[src/rtl/scope_pkg.sv]
// Shared oscilloscope display constants, colours and pixel bundle type.
// The optional graticule is enabled by defining TRACE_GRID_EN.
package scope_pkg;

    localparam int H_ACTIVE = 800;
    localparam int V_ACTIVE = 480;
    localparam int SAMPLE_W = 14;
    localparam int X_W      = 11;
    localparam int Y_W      = 10;

    // A full-scale 14-bit sample spans about 512 rows after this shift.
    localparam int ROW_SHIFT = SAMPLE_W - Y_W + 1;

    localparam logic [23:0] TRACE_COLOUR = 24'hFFFF00;
    localparam logic [23:0] GRID_COLOUR  = 24'h404040;
    localparam logic [23:0] BG_COLOUR    = 24'h000000;

    localparam int unsigned GRID_DX = 100;
    localparam int unsigned GRID_DY = 60;

    typedef struct packed {
        logic           valid;
        logic [X_W-1:0] x;
        logic [Y_W-1:0] y;
    } pixel_t;

    function automatic logic in_span(input logic [Y_W-1:0] a,
                                     input logic [Y_W-1:0] b,
                                     input logic [Y_W-1:0] y);
        logic [Y_W-1:0] lo;
        logic [Y_W-1:0] hi;
        lo = (a < b) ? a : b;
        hi = (a < b) ? b : a;
        return (y >= lo) && (y <= hi);
    endfunction

endpackage

[src/rtl/trace_row_scale.sv]
// Combinational sample-to-screen-row conversion: sample 0 lands on the
// bottom row, large samples saturate at the top row.
module trace_row_scale
    import scope_pkg::*;
(
    input  logic [SAMPLE_W-1:0] sample,
    output logic [Y_W-1:0]      row
);

    localparam logic [SAMPLE_W-1:0] ROW_MAX = SAMPLE_W'(V_ACTIVE - 1);

    logic [SAMPLE_W-1:0] shifted;

    always_comb begin
        shifted = sample >> ROW_SHIFT;
        row     = '0;
        if (shifted <= ROW_MAX) begin
            row = Y_W'(ROW_MAX - shifted);
        end
    end

endmodule

[src/rtl/trace_renderer.sv]
// Three-stage pixel pipeline turning buffered samples into a joined RGB trace.
// Define TRACE_GRID_EN to draw a graticule behind the trace.
module trace_renderer
    import scope_pkg::*;
(
    input  logic                clock,
    input  logic                reset,
    input  logic [X_W-1:0]      pixelX,
    input  logic [Y_W-1:0]      pixelY,
    input  logic                pixelValid,
    output logic [X_W-1:0]      screenX,
    input  logic [SAMPLE_W-1:0] screenData,
    output logic [23:0]         rgb,
    output logic                rgbValid
);

    pixel_t         s1;
    pixel_t         s2;
    logic           s2_valid_prev;
    logic [Y_W-1:0] prev_row;
    logic [Y_W-1:0] row;
    logic [Y_W-1:0] join_row;
    logic           col_start;
    logic           hit;
    logic [23:0]    bg;
    logic [23:0]    pix_colour;

    always_ff @(posedge clock) begin
        if (reset) begin
            s1      <= '0;
            screenX <= '0;
        end else begin
            s1      <= '{valid: pixelValid, x: pixelX, y: pixelY};
            screenX <= (pixelX >= X_W'(H_ACTIVE)) ? X_W'(H_ACTIVE - 1) : pixelX;
        end
    end

    always_ff @(posedge clock) begin
        if (reset) begin
            s2 <= '0;
        end else begin
            s2 <= s1;
        end
    end

    trace_row_scale u_row_scale (
        .sample (screenData),
        .row    (row)
    );

    // Column 0 or a valid rising edge starts a fresh segment with no join.
    always_comb begin
        col_start = (s2.x == '0) || !s2_valid_prev;
        join_row  = col_start ? row : prev_row;
        hit       = in_span(join_row, row, s2.y);
    end

`ifdef TRACE_GRID_EN
    logic on_grid;

    always_comb begin
        on_grid = ((32'(s2.x) % GRID_DX) == 32'd0) ||
                  ((32'(s2.y) % GRID_DY) == 32'd0) ||
                  (s2.x == X_W'(H_ACTIVE - 1))     ||
                  (s2.y == Y_W'(V_ACTIVE - 1));
        bg = on_grid ? GRID_COLOUR : BG_COLOUR;
    end
`else
    assign bg = BG_COLOUR;
`endif

    always_comb begin
        pix_colour = 24'h000000;
        if (s2.valid) begin
            pix_colour = hit ? TRACE_COLOUR : bg;
        end
    end

    always_ff @(posedge clock) begin
        if (reset) begin
            rgb           <= '0;
            rgbValid      <= 1'b0;
            s2_valid_prev <= 1'b0;
            prev_row      <= Y_W'(V_ACTIVE - 1);
        end else begin
            rgb           <= pix_colour;
            rgbValid      <= s2.valid;
            s2_valid_prev <= s2.valid;
            if (s2.valid) begin
                prev_row <= row;
            end
        end
    end

endmodule

[config.mk]
export PLATFORM = sky130hd
export DESIGN_NAME = trace_renderer
export DESIGN_NICKNAME = d
export VERILOG_FILES = /design/src/rtl/scope_pkg.sv /design/src/rtl/trace_row_scale.sv /design/src/rtl/trace_renderer.sv
export SDC_FILE = /design/constraint.sdc
export NUM_CORES = 1
export LEC_CHECK = 0
export CELL_PAD_IN_SITES_DETAIL_PLACEMENT = 0
export CELL_PAD_IN_SITES_GLOBAL_PLACEMENT = 1
export CORE_MARGIN = 3
export CORE_UTILIZATION = 38
export DETAILED_ROUTE_END_ITERATION = 16
export PLACE_DENSITY = 0.91
export REMOVE_ABC_BUFFERS = 1
export SYNTH_ARGS = -nofsm -noshare
export SYNTH_HDL_FRONTEND = slang
export SYNTH_SLANG_ARGS = --single-unit
[constraint.sdc]
create_clock -name clock -period 5.8 [get_ports clock]
set_clock_uncertainty 0.1 [all_clocks]
set_input_delay 1.16 -clock clock [delete_from_list [all_inputs] [get_ports clock]]
set_output_delay 1.16 -clock clock [all_outputs]
set_load 0.005 [all_outputs]
==> out/metrics.cfg <==
[clock_tree]
holdBufCountCts = 0
cts_tree = built
htree_levels = 3
root_buffer = clkbuf_8
worstSkewPairLatency_ns = 0.33
clock-sinks = 67
numCtsBuffers = 9
cts_max_path_buffers = 2
cts_setup_buffers = 0
clkTransAtPathRegs_ns = 0.06
ctsResizeCount = 0

[timing]
slew_viol_final = 0
max_freq_ghz = 0.191
rsz0062_at_grt = false
worst_pin_slew_ns = 0.950
setup_ws_ns = 0.560
slew_headroom = 0.367
min_period_ns = 5.24
finalCritPeriodShare = 0.903
hold_viol_final = 0
tns_ns = 0
holdWs_ns = 0.333
setup_violations = 0

[synth]
ys.flop_type = dfxtp_1
synth_edf_count = 0
synth_warnings = 0
synth.area.top_cells = dfxtp_1, ha_1, nor2b_1
yosys-top-cells-count = dfxtp_1, nor2b_1, ha_1
postSynth.asyncResetShare = 0
ys_ff_latch = 67
synth_seq_area_share = 0.410
synth_top_area_frac = 0.410
synth_cells = 328
synth.avg_cell_area_sq_um = 9.97
yosys.area.top_type = dfxtp_1
synth_cell_type_count = 44
netlist_area_sq_mm = 0.00327
yosysMostFrequentCell = dfxtp_1

[placed_design]
place_area_sq_mm = 0.00380
dp_slack_ns = 0.168
dpl.cell_count = 468
numPortBuffers = 60
hpwl_um = 4640
gp_congestion = 0.769

[worst_setup_path]
crit_path_start_kind = input pin
reg2reg_from = s2[11]
crit_start = screenData[10]
slowest_stage = clkdlybuf4s50_1
path_class = input pin to flip-flop
critPathMostFrequentCell = ha_1
crit_chain = clkdlybuf4s50_1 > inv_1 > ha_1 > nand4_1 > o21ai_2 > and2_1 > inv_1 > o21ai_0 > ha_1 > a211oi_1 > o211ai_1 > a21bo_4 > nor2b_2 > buf_4 > mux2i_1 > ha_1 > a21oi_1 > o211ai_1 > a221oi_1 > nor3b_1
critPathMaxStageDelay_ns = 0.49
crit_fanout = 7
endpoint_kind = flip-flop
cp.required_ns = 5.91
arrival_ns = 5.35

[route]
drtIter0Drc = 60
ant_nets = 0
wl_per_cell_um = 12.6
drc = 0
vias_per_cell = 4.74
wl_um = 6060
firstDrtPassIters = 4
via_count = 2286

[global_routing]
grtUsageMet3 = 0.0389
antenna_found_initial = 0
grt_overflow = 0
grtUsageMet1 = 0.147
grt-busiest-layer = met2
grt_start_max_net_pins = 58
grt_pass1_wl_um = 10000
grt_use_met2 = 0.210
grt.total_usage = 0.127
grt_pass1_vias = 2209

[finish]
fin_cells = 482
fillCellCount = 775
syn2layout_area_growth_pct = 21.9
stdcell_area_sq_mm = 0.00398
finalNetCount = 443
multi_input_area_sq_mm = 0.00167
n_antenna_cell = 0
drive_gt1_frac = 0.0822
seqCellArea_sq_mm = 0.00134

[power_and_ir_drop]
seqPwrFrac = 0.490
combPwrFrac = 0.150
clkPwrFrac = 0.360
p_switching_uw = 237
p_per_area_mw_per_mm2 = 253
leakagePower_uw = 0.00157
peakVddDrop_mv = 0.176
switching_share = 0.236
intPower_uw = 770

[floorplanning]
io_pins = 74
coreArea_sq_mm = 0.00830
row_count = 33
die_h_um = 98.8
die_area_sq_mm = 0.00975
dieWidth_um = 98.8
start_util = 0.394

[hold_path]
min_path_type = flip-flop to flip-flop
min_from = s1[20]

[outcome]
status = finished, final reports clean

[run]
maxCapViolCount = 0

## flip-flops by register name, summed over array words and instances, names as in the netlist
name and flops:
s2_valid_prev 1, prev_row 10, s1 22, screenX 11
rgb 1, s2 22
## metrics by stage
| stage | utilization | total power [uW] |
|---|---|---|
| floorplan | - | 590 |
| global placement | 0.458 | 650 |
| detailed placement | 0.458 | 656 |
| CTS | 0.480 | 1020 |
| global route | 0.480 | 1060 |
| finish | 0.480 | 1010 |
## cell usage in the layout, fill, tap and decap left out, types with 2 or more instances in the layout
cell / instances
inv_1: 14
clkbuf_8: 10
nand4_1: 5
nand2_1: 11
and2_1: 7
nor2b_1: 52
a21oi_1: 5
a211o_1: 7
o21ai_0: 13
ha_1: 31
a211oi_1: 5
a221oi_1: 2
o211ai_1: 4
clkdlybuf4s50_1: 59
nor3_1: 4
or2_2: 3
dfxtp_1: 67
o21a_1: 2
buf_4: 2
nand2b_1: 6
nor4_2: 2
conb_1: 9
nor2_1: 12
clkbuf_1: 2
mux2i_1: 20
## power by group through the flow
stage | Sequential (uW) | Combinational, uW | Clock, uW
final | 494 | 151 | 363
after floorplan | 502 | 87.4 | 0
after global routing | 496 | 170 | 391
after global placement | 503 | 147 | 0
after detailed placement | 504 | 152 | 0
after CTS | 494 | 153 | 372
## routing by layer
metal  up-vias  wire [um]
met3        10        444
met5         -          0
met4         0        124
li1       1186          -
met1      1031       2680
met2        59       2810
## cells by family (layout without fill, tap and decap cells)
kind of cell               Yosys count  in the layout  synth area share
muxes                               22             22            0.0693
adders and majority gates           31             31             0.119
buffers and inverters               49             90            0.0896
DFF                                 67             67             0.410
other                                1              9           0.00115
and+or+nand+nor                    107            107             0.194
xor gates and xnor gates             1              1           0.00268
AOI/OAI and AO/OA                   50             50             0.114
## critical path: cells and delay by family
family                     cells  cell delay, ns
muxes                          1            0.21
adders and majority gates      3            0.70
AOI/OAI and AO/OA              8            1.55
and+or+nand+nor                4            0.85
buffers and inverters          4            0.88
## final timing paths
check | to | slack, ns | cells after the start
min reg2reg | s2[20] | 0.33 | 1
max | rgb[22] | 0.56 | 20
max reg2reg | rgb[22] | 1.55 | 16
min | s2[20] | 0.33 | 1
## area by class of cell
type	count	share of cell area
Clock buffer	12	0.0364
Multi-Input combinational cell	220	0.418
Clock inverter	2	0.00942
Timing Repair Buffer	62	0.153
Sequential cell	67	0.337
Inverter	14	0.0132
Tap cell	105	0.0330
No activity file was read; power rests on OpenSTA's default activity.
==> patch (same flow settings) <==
Remove the register `rgb`: a continuous assignment takes its place, so the output `rgb` follows one clock earlier.
--- a/src/rtl/trace_renderer.sv
+++ b/src/rtl/trace_renderer.sv
@@ -78,12 +78,10 @@
 
     always_ff @(posedge clock) begin
         if (reset) begin
-            rgb           <= '0;
             rgbValid      <= 1'b0;
             s2_valid_prev <= 1'b0;
             prev_row      <= Y_W'(V_ACTIVE - 1);
         end else begin
-            rgb           <= pix_colour;
             rgbValid      <= s2.valid;
             s2_valid_prev <= s2.valid;
             if (s2.valid) begin
@@ -92,5 +90,7 @@
         end
     end
 
+    assign rgb = pix_colour;
+
 endmodule
 
Formal check against the unedited RTL: not equivalent (a bounded check fails within 4 cycles, from zero or initial values and one cycle with reset high).
==> patch against the original RTL <==
- design area up 12%
- cell count up 15%
- synthesized area down 0.69%
- total power up 7.2%
- routed wire length up 15%
- sequential cell count down 1
- worst setup slack worse by 1.2 ns
- the flow now finishes with violations (setup timing)
- register-to-register slack better by 3.1 ns
==> patch: results (changes against the original RTL) <==
qor: cells_and_area.multi_input_comb_area 0.001817 mm2 [+9.1%]
qor: timing.worst_slew_pin_slew 1.001 ns [+0.05136 ns]
qor: detailed_routing.wl_per_cell 12.52 um [-0.50%]
qor: run_status.run_status finished, violations left
qor: logic_synthesis.ys_ff_latch 66 [-1.5%]
qor: cells_and_area.buf_share 20.71% [+5.4 points]
qor: cells_and_area.inverters_excl_clock 19 [+5]
qor: cells_and_area.clock_buffer_count 9 [-3]
qor: job.maxCapViolCount 0 [unchanged]
qor: logic_synthesis.synth_cell_types 43 [-2.3%]
qor: logic_synthesis.post_synth_most_frequent_cells sky130_fd_sc_hd__dfxtp_1, sky130_fd_sc_hd__nor2b_1, sky130_fd_sc_hd__ha_1
qor: logic_synthesis.synth.top_cells.by_area sky130_fd_sc_hd__dfxtp_1, sky130_fd_sc_hd__ha_1, sky130_fd_sc_hd__nor2b_1, sky130_fd_sc_hd__mux2i_1, sky130_fd_sc_hd__buf_4
qor: worst_setup_path.path_max_fanout 8 [+1]
qor: logic_synthesis.synthesis.instances 347 [+5.8%]
qor: power.vdd_drop_max 0.2430 mV [+38%]
qor: logic_synthesis.synth-adder-area-share 11.95% [+0.082 points]
qor: place.detailed_place_hpwl 4994 um [+7.7%]
qor: grt.globalRouteTotalUtil 14.53% [+1.8 points]
qor: detailed_routing.route.final.wire_length 6960 um [+15%]
qor: worst_setup_path.crit_arrival 5.16 ns [-0.19 ns]
qor: cells_and_area.n_multi_input_combinational_cell 236 [+7.3%]
qor: timing.setup_viol_count_final 16 [+16]
qor: worst_setup_path.critical_path.max_stage_delay 0.41 ns [-0.08 ns]
qor: place.gp_routability_congestion 0.9349 [+22%]
qor: logic_synthesis.synth-xor-area-share 0% [-0.27 points]
qor: cells_and_area.seqAreaFraction 29.51% [-4.2 points]
qor: clock_tree.clk_pin_slew_worst_paths 0.08 ns [+0.02 ns]
qor: detailed_routing.route.detailed.vias_per_inst 4.683 [-1.3%]
qor: logic_synthesis.synthesized_area_fraction_occupied_by_ao_oa_aoi_and_oai_cells 12.25% [+0.85 points]
qor: timing.fin_worst_setup_slack -0.6210 ns [-1.181 ns]
qor: logic_synthesis.yosys-mux-area-fraction 6.859% [-0.068 points]
qor: run_status.violations setup timing
qor: logic_synthesis.synth.yosys.seq_area_share 40.69% [-0.33 points]
qor: timing.fin_setup_tns -9.873 ns [-9.873 ns]
qor: cells_and_area.portion_of_the_layout_cell_area_used_by_clock_cells 4.612% [+0.026 points]
qor: worst_setup_path.critPathSlowestCell sky130_fd_sc_hd__a2111o_1
qor: cells_and_area.buffers 114 [+84%]
qor: power.static-leakage-power 2.094 nW [+33%]
qor: grt.grt_first_pass_wirelength 11390 um [+13%]
qor: cells_and_area.fillerInstances 754 [-2.7%]
qor: place.placed_insts 524 [+12%]
qor: cells_and_area.post_route_cells_drive_above_1_share 29.27% [+21 points]
## patch: cell types whose count changed in the layout (fill, tap and decap cells not counted), moves of 6 or more
cell                              before  now
sky130_fd_sc_hd__clkdlybuf4s50_1      59   34
sky130_fd_sc_hd__nor2b_1              52   44
sky130_fd_sc_hd__buf_2                 1   17
sky130_fd_sc_hd__dlygate4sd2_1         0    6
sky130_fd_sc_hd__buf_4                 2   52
## patch: path summary, 6_finish.rpt
check | startpoint | endpoint | slack (ns) | depth (start not counted)
setup / recovery | screenData[5] | rgb[17] | -0.62 | 20
hold reg to reg | s1[8] | s2[8] | 0.34 | 1
hold / removal | s1[8] | s2[8] | 0.34 | 1
setup reg to reg | s2[21] | prev_row[8] | 4.64 | 4
## patch: stage by stage
stage | hold WS, ns | util (%) | setup WS [ns] | area (um2)
finish | 0.3366 | 54.21 | -0.6210 | 4477
global route | 0.3565 | 54.21 | -0.7998 | 4477
CTS | 0.3389 | 53.45 | -0.5116 | 4414
detailed placement | 0.3212 | 49.20 | -1.892 | 4063
global placement | 0.3218 | 49.20 | -1.697 | 4063
floorplan | 0.3138 | - | -1.441 | 3043
## patch: power breakdown
part,leakage [nW],total (mW),switching [mW],internal [mW]
clock,0.0984,0.392,0.187,0.205
combinational,1.45,0.204,0.0932,0.111
sequential,0.546,0.484,0.00900,0.475
## patch: timing repair
action                                  CTS  global route
endpoints found under the setup margin   16            16
gates resized for setup                 115            16
pin swaps                                21            16
buffers inserted                         14             2
gates cloned                              1             0
## patch: metal layers
layer  GRT usage (%)  routed length, um
met1           18.08               3086
met5               0                  0
met2           23.92               3295
met4           7.038                147
met3           3.114                431
